File: src/rtl/vmem_wr_arbiter.sv
// Framebuffer write-port controller: round-robin arbitration between two pixel
// requesters plus a full-frame fill engine, with a registered vmem write port.
module vmem_wr_arbiter #(
  parameter int H_W   = 10,
  parameter int V_W   = 9,
  parameter int DW    = 24,
  parameter int H_MAX = 640,
  parameter int V_MAX = 480
) (
  input  logic           clk,
  input  logic           rst,
  input  logic           fill_start,
  input  logic [DW-1:0]  fill_color,
  output logic           fill_busy,
  output logic           fill_done,
  input  logic           r0_valid,
  output logic           r0_ready,
  input  logic [H_W-1:0] r0_h,
  input  logic [V_W-1:0] r0_v,
  input  logic [DW-1:0]  r0_data,
  input  logic           r1_valid,
  output logic           r1_ready,
  input  logic [H_W-1:0] r1_h,
  input  logic [V_W-1:0] r1_v,
  input  logic [DW-1:0]  r1_data,
  output logic           mem_we,
  output logic [H_W-1:0] mem_h,
  output logic [V_W-1:0] mem_v,
  output logic [DW-1:0]  mem_data,
  output logic           oob_err
);

  localparam logic [H_W-1:0] H_LAST = H_W'(H_MAX - 1);
  localparam logic [V_W-1:0] V_LAST = V_W'(V_MAX - 1);
  localparam logic [H_W:0]   H_LIM  = (H_W + 1)'(H_MAX);
  localparam logic [V_W:0]   V_LIM  = (V_W + 1)'(V_MAX);

  typedef enum logic {IDLE, FILL} state_t;

  state_t         state, state_nxt;
  logic           rr_ptr;
  logic [H_W-1:0] fill_h;
  logic [V_W-1:0] fill_v;
  logic [DW-1:0]  fill_col;
  logic           fill_last;
  logic           arb_en;
  logic           hs0, hs1, hs_any;
  logic [H_W-1:0] wr_h_p0;
  logic [V_W-1:0] wr_v_p0;
  logic [DW-1:0]  wr_data_p0;
  logic           wr_oob_p0;

  always_ff @(posedge clk or posedge rst) begin
    if (rst) state <= IDLE;
    else     state <= state_nxt;
  end

  assign fill_last = (fill_h == H_LAST) && (fill_v == V_LAST);

  always_comb begin
    state_nxt = state;
    case (state)
      IDLE:    if (fill_start) state_nxt = FILL;
      FILL:    if (fill_last)  state_nxt = IDLE;
      default: state_nxt = IDLE;
    endcase
  end

  // rr_ptr names the requester that wins the next tie
  always_comb begin
    fill_busy = (state == FILL);
    arb_en    = (state == IDLE) && !fill_start;
    r0_ready  = arb_en && r0_valid && (!r1_valid || !rr_ptr);
    r1_ready  = arb_en && r1_valid && (!r0_valid ||  rr_ptr);
  end

  // Stage p0: select the granted request and range-check it
  assign hs0        = r0_valid && r0_ready;
  assign hs1        = r1_valid && r1_ready;
  assign hs_any     = hs0 || hs1;
  assign wr_h_p0    = hs1 ? r1_h    : r0_h;
  assign wr_v_p0    = hs1 ? r1_v    : r0_v;
  assign wr_data_p0 = hs1 ? r1_data : r0_data;
  assign wr_oob_p0  = ({1'b0, wr_h_p0} >= H_LIM) || ({1'b0, wr_v_p0} >= V_LIM);

  // Stage p1: registered write port, fill engine and sticky error
  always_ff @(posedge clk or posedge rst) begin
    if (rst) begin
      rr_ptr    <= 1'b0;
      fill_h    <= '0;
      fill_v    <= '0;
      fill_col  <= '0;
      fill_done <= 1'b0;
      oob_err   <= 1'b0;
      mem_we    <= 1'b0;
      mem_h     <= '0;
      mem_v     <= '0;
      mem_data  <= '0;
    end else begin
      fill_done <= 1'b0;
      mem_we    <= 1'b0;
      if (state == IDLE && fill_start) begin
        fill_h   <= '0;
        fill_v   <= '0;
        fill_col <= fill_color;
      end
      if (state == FILL) begin
        mem_we    <= 1'b1;
        mem_h     <= fill_h;
        mem_v     <= fill_v;
        mem_data  <= fill_col;
        fill_done <= fill_last;
        if (fill_h == H_LAST) begin
          fill_h <= '0;
          fill_v <= fill_v + 1'b1;
        end else begin
          fill_h <= fill_h + 1'b1;
        end
      end else if (hs_any) begin
        rr_ptr <= hs0;
        if (wr_oob_p0) begin
          oob_err <= 1'b1;
        end else begin
          mem_we   <= 1'b1;
          mem_h    <= wr_h_p0;
          mem_v    <= wr_v_p0;
          mem_data <= wr_data_p0;
        end
      end
    end
  end

endmodule

File: config.mk
export PLATFORM = sky130hd
export DESIGN_NAME = vmem_wr_arbiter
export DESIGN_NICKNAME = d
export VERILOG_FILES = /design/src/rtl/vmem_wr_arbiter.sv
export SDC_FILE = /design/constraint.sdc
export NUM_CORES = 1
export LEC_CHECK = 0
export CAP_MARGIN = 20
export CELL_PAD_IN_SITES_DETAIL_PLACEMENT = 1
export CELL_PAD_IN_SITES_GLOBAL_PLACEMENT = 1
export CORE_AREA = 2 2 96 107
export DETAILED_ROUTE_END_ITERATION = 7
export DIE_AREA = 0 0 98 109
export DONT_BUFFER_PORTS = 1
export PLACE_DENSITY_LB_ADDON = 0.1
export SLEW_MARGIN = 40
export SYNTH_ARGS = -nofsm -noshare
export SYNTH_HDL_FRONTEND = slang
export SYNTH_SLANG_ARGS = --single-unit
export TNS_END_PERCENT = 10
File: constraint.sdc
create_clock -name clk -period 7.6 [get_ports clk]
set_input_delay 1.52 -clock clk [delete_from_list [all_inputs] [get_ports clk]]
set_output_delay 1.52 -clock clk [all_outputs]
set_load 0.02 [all_outputs]
==> results.json <==
{
  "relSlewSlack_pct": 45.63,
  "post_cts_buffers": 0,
  "antenna_left": 0,
  "crit_type": "primary input to output port",
  "placed_area_um2": 4848,
  "syn_nets": 593,
  "vias": 3539,
  "area_delta_synth_final_pct": 5.818,
  "syn_inst": 476,
  "ios": 164,
  "crit_chain": "nor2_4, nand3_2, inv_2",
  "status": "finished clean",
  "gp_congestion": 0.7388,
  "synthArstFlopShare_pct": 100.0,
  "min_from": "fill_col[21]",
  "cp.arrival_ns": 2.99,
  "clkLatencyLatePin_ns": 0.36,
  "holdPathStages": 2,
  "reg2reg_depth": 6,
  "start_kind": "primary input",
  "wl_met3_um": 782,
  "finalHoldViolCount": 0,
  "grt_max_degree": 105,
  "drc": 0,
  "portBuffers": 0,
  "ir_drop_mv": 0.1068,
  "fmaxAchievable_mhz": 221.8,
  "hold_class": "flip-flop to flip-flop",
  "worst_r2r_endpoint": "mem_data[20]",
  "dr.pass1.iters": 4,
  "avgSynthCellArea_um2": 10.03,
  "power_mw": 1.152,
  "die_h_um": 109,
  "top_layer_used": "met4",
  "cts.sinks": 91,
  "fin_tns_setup_ns": 0,
  "ys_seq_elements": 91,
  "gr-total-overflow": 0,
  "drt-initial-drc-count": 150,
  "numCtsBuffers": 9,
  "grt_usage_pct": 22.05,
  "tightest_slew_ns": 0.8155,
  "drv_slew": 0,
  "slowest_stage": "inv_2",
  "drive_gt1_share_pct": 7.759,
  "core_area_um2": 9652,
  "max_stage_delay_ns": 0.62,
  "r2r_setup_slack_ns": 4.69,
  "die_w_um": 98,
  "drv_cap": 0,
  "clockBufferDepth": 2,
  "ys.flop_type": "dfrtp_1",
  "cp_num_buf_inv": 1,
  "grt_pass1_vias": 3627,
  "dp.final_hpwl_um": 8260,
  "die_area_um2": 10680,
  "worstHoldEndpoint": "fill_col[21]",
  "finalClockSkew_ns": 0.01053,
  "ys_seq_area_share_pct": 47.69,
  "cts_resized": 0,
  "worstPathRequired_ns": 6.08,
  "cts_root_buf": "clkbuf_8",
  "htree_num_levels": 3,
  "initial_utilization_pct": 49.47,
  "powerDensity_nw_per_um2": 228.0,
  "whs_ns": 0.4779,
  "path_max_fanout": 26,
  "wl_per_cell_um": 20.37,
  "row_count": 38,
  "fin_crit_sh_pct": 59.31,
  "antenna_found_initial": 0,
  "m1WireLength_um": 5121,
  "yosysUniqueCellTypes": 45,
  "clk_pin_slew_ns": 0.08,
  "final_core_util_pct": 52.35,
  "setup_viol": 0,
  "fin_crit_ns": 4.508,
  "stdcell_area_um2": 5052,
  "leakagePower_nw": 2.446,
  "antenna_cells": 0,
  "synth_edf_count": 0,
  "synth_area_um2": 4775,
  "hold_buffers": 0,
  "fillers": 1059,
  "crit_path_end_kind": "output port",
  "wl_um": 11890,
  "wl_met2_um": 5827,
  "r2r-start": "fill_busy",
  "synth-warning-count": 0,
  "cts_tree": "done",
  "nets": 576,
  "rsz0062_at_grt": "no",
  "via_per_inst": 6.060,
  "critPathTopFamily": "simple AND/OR/NAND/NOR gates",
  "grt_pass1_wl_um": 18640
}
==> routing by layer <==
metal	track usage, %	up-vias
li1	-	1670
met1	28.31	1762
met2	36.50	98
met3	5.385	9
met4	8.135	0
met5	0	-
==> sequential cells by signal (all words and copies together), names as in the netlist, 9 cells and up <==
name	flops
mem_data	24
fill_v	9
mem_v	9
fill_h	10
mem_h	10
fill_col	24
==> cells in the final DEF, fill, tap and decap left out, types with 6 or more instances in the layout <==
master	Yosys	routed
a21boi_0	16	16
a21o_1	18	18
a221o_1	10	10
a22o_1	29	29
a31oi_1	17	16
and2_1	11	11
clkbuf_8	0	10
dfrtp_1	91	90
mux2i_1	52	52
nand2_1	96	95
nand3_1	10	10
nand3b_1	15	15
nor2_1	11	10
o21ai_0	9	9
o21ai_1	6	6
==> cell type report <==
class                           count  area, um^2  share of cell area [%]
Sequential cell                    91        2281                   45.15
Clock buffer                       12       145.1                   2.873
Inverter                            8       32.53                  0.6439
Timing Repair Buffer                5       45.04                  0.8915
Tap cell                          120       150.1                   2.972
Clock inverter                      4       50.05                  0.9906
Multi-Input combinational cell    344        2349                   46.48
==> metrics by stage <==
step / instances / setup slack [ns]
2_1_floorplan: 476 / 3.641
3_3_place_gp: 567 / 3.203
3_5_place_dp: 568 / 3.087
4_1_cts: 584 / 3.098
5_1_grt: 584 / 2.966
6_report: 584 / 3.092
==> tightest hold or removal path: cells and delay by family, from the launching register on <==
family | cells | cell delay [ns]
flip-flops | 1 | 0.35
AND/OR/NAND/NOR | 2 | 0.10
==> synthesized netlist by cell type, types with 2 or more instances <==
library cell	count	area, um^2
inv_2	2	7.510
nand2b_1	4	25.02
inv_1	6	22.52
xor2_1	3	26.28
o31ai_1	2	15.01
o21ai_1	6	30.03
a221o_1	10	100.1
nor2_1	11	41.29
a31oi_1	17	106.4
nand2_1	96	360.4
mux2i_1	52	520.5
nand3b_1	15	112.6
buf_1	2	7.510
a21o_1	18	135.1
o21ai_0	9	45.04
xnor2_1	4	35.03
nand3_1	10	50.05
a21oi_1	3	15.01
clkbuf_1	20	75.07
a22o_1	29	254.0
dfrtp_1	91	2277
ha_1	2	25.02
a21boi_0	16	120.1
nand4_1	5	31.28
and2_1	11	68.82
buf_2	8	40.04
buf_6	2	22.52
nor3_1	2	10.01
nor2b_1	4	25.02
==> how the worst max path moves through the flow <==
stage | start | depth (start not counted) | slack, ns | end
5_1_grt | fill_start | 3 | 2.97 | r1_ready
4_1_cts | fill_start | 3 | 3.10 | r1_ready
3_3_place_gp | fill_start | 3 | 3.20 | r1_ready
6_report | fill_start | 3 | 3.09 | r1_ready
2_1_floorplan | fill_start | 6 | 3.64 | r1_ready
3_5_place_dp | fill_start | 3 | 3.09 | r1_ready
==> report_power, final <==
group	total (mW)	leakage [nW]	switching, mW	internal, mW
Clock	0.332	0.0926	0.171	0.161
Sequential	0.674	1.14	0.118	0.557
Combinational	0.145	1.22	0.0745	0.0708
Total	1.15	2.45	0.363	0.788
==> cells by family (layout without fill, tap and decap cells) <==
logic type,count (synthesis),count (layout),synth area share [%]
AND/OR/NAND/NOR,167,167,17.11
AO/OA/AOI/OAI,115,115,18.19
flip-flops,91,91,47.69
multiplexers,53,53,11.37
buffers and inverters,41,29,3.826
XOR/XNOR,7,7,1.284
adder cells (fa/ha/maj),2,2,0.5240
(Power assumes the default switching activity.)
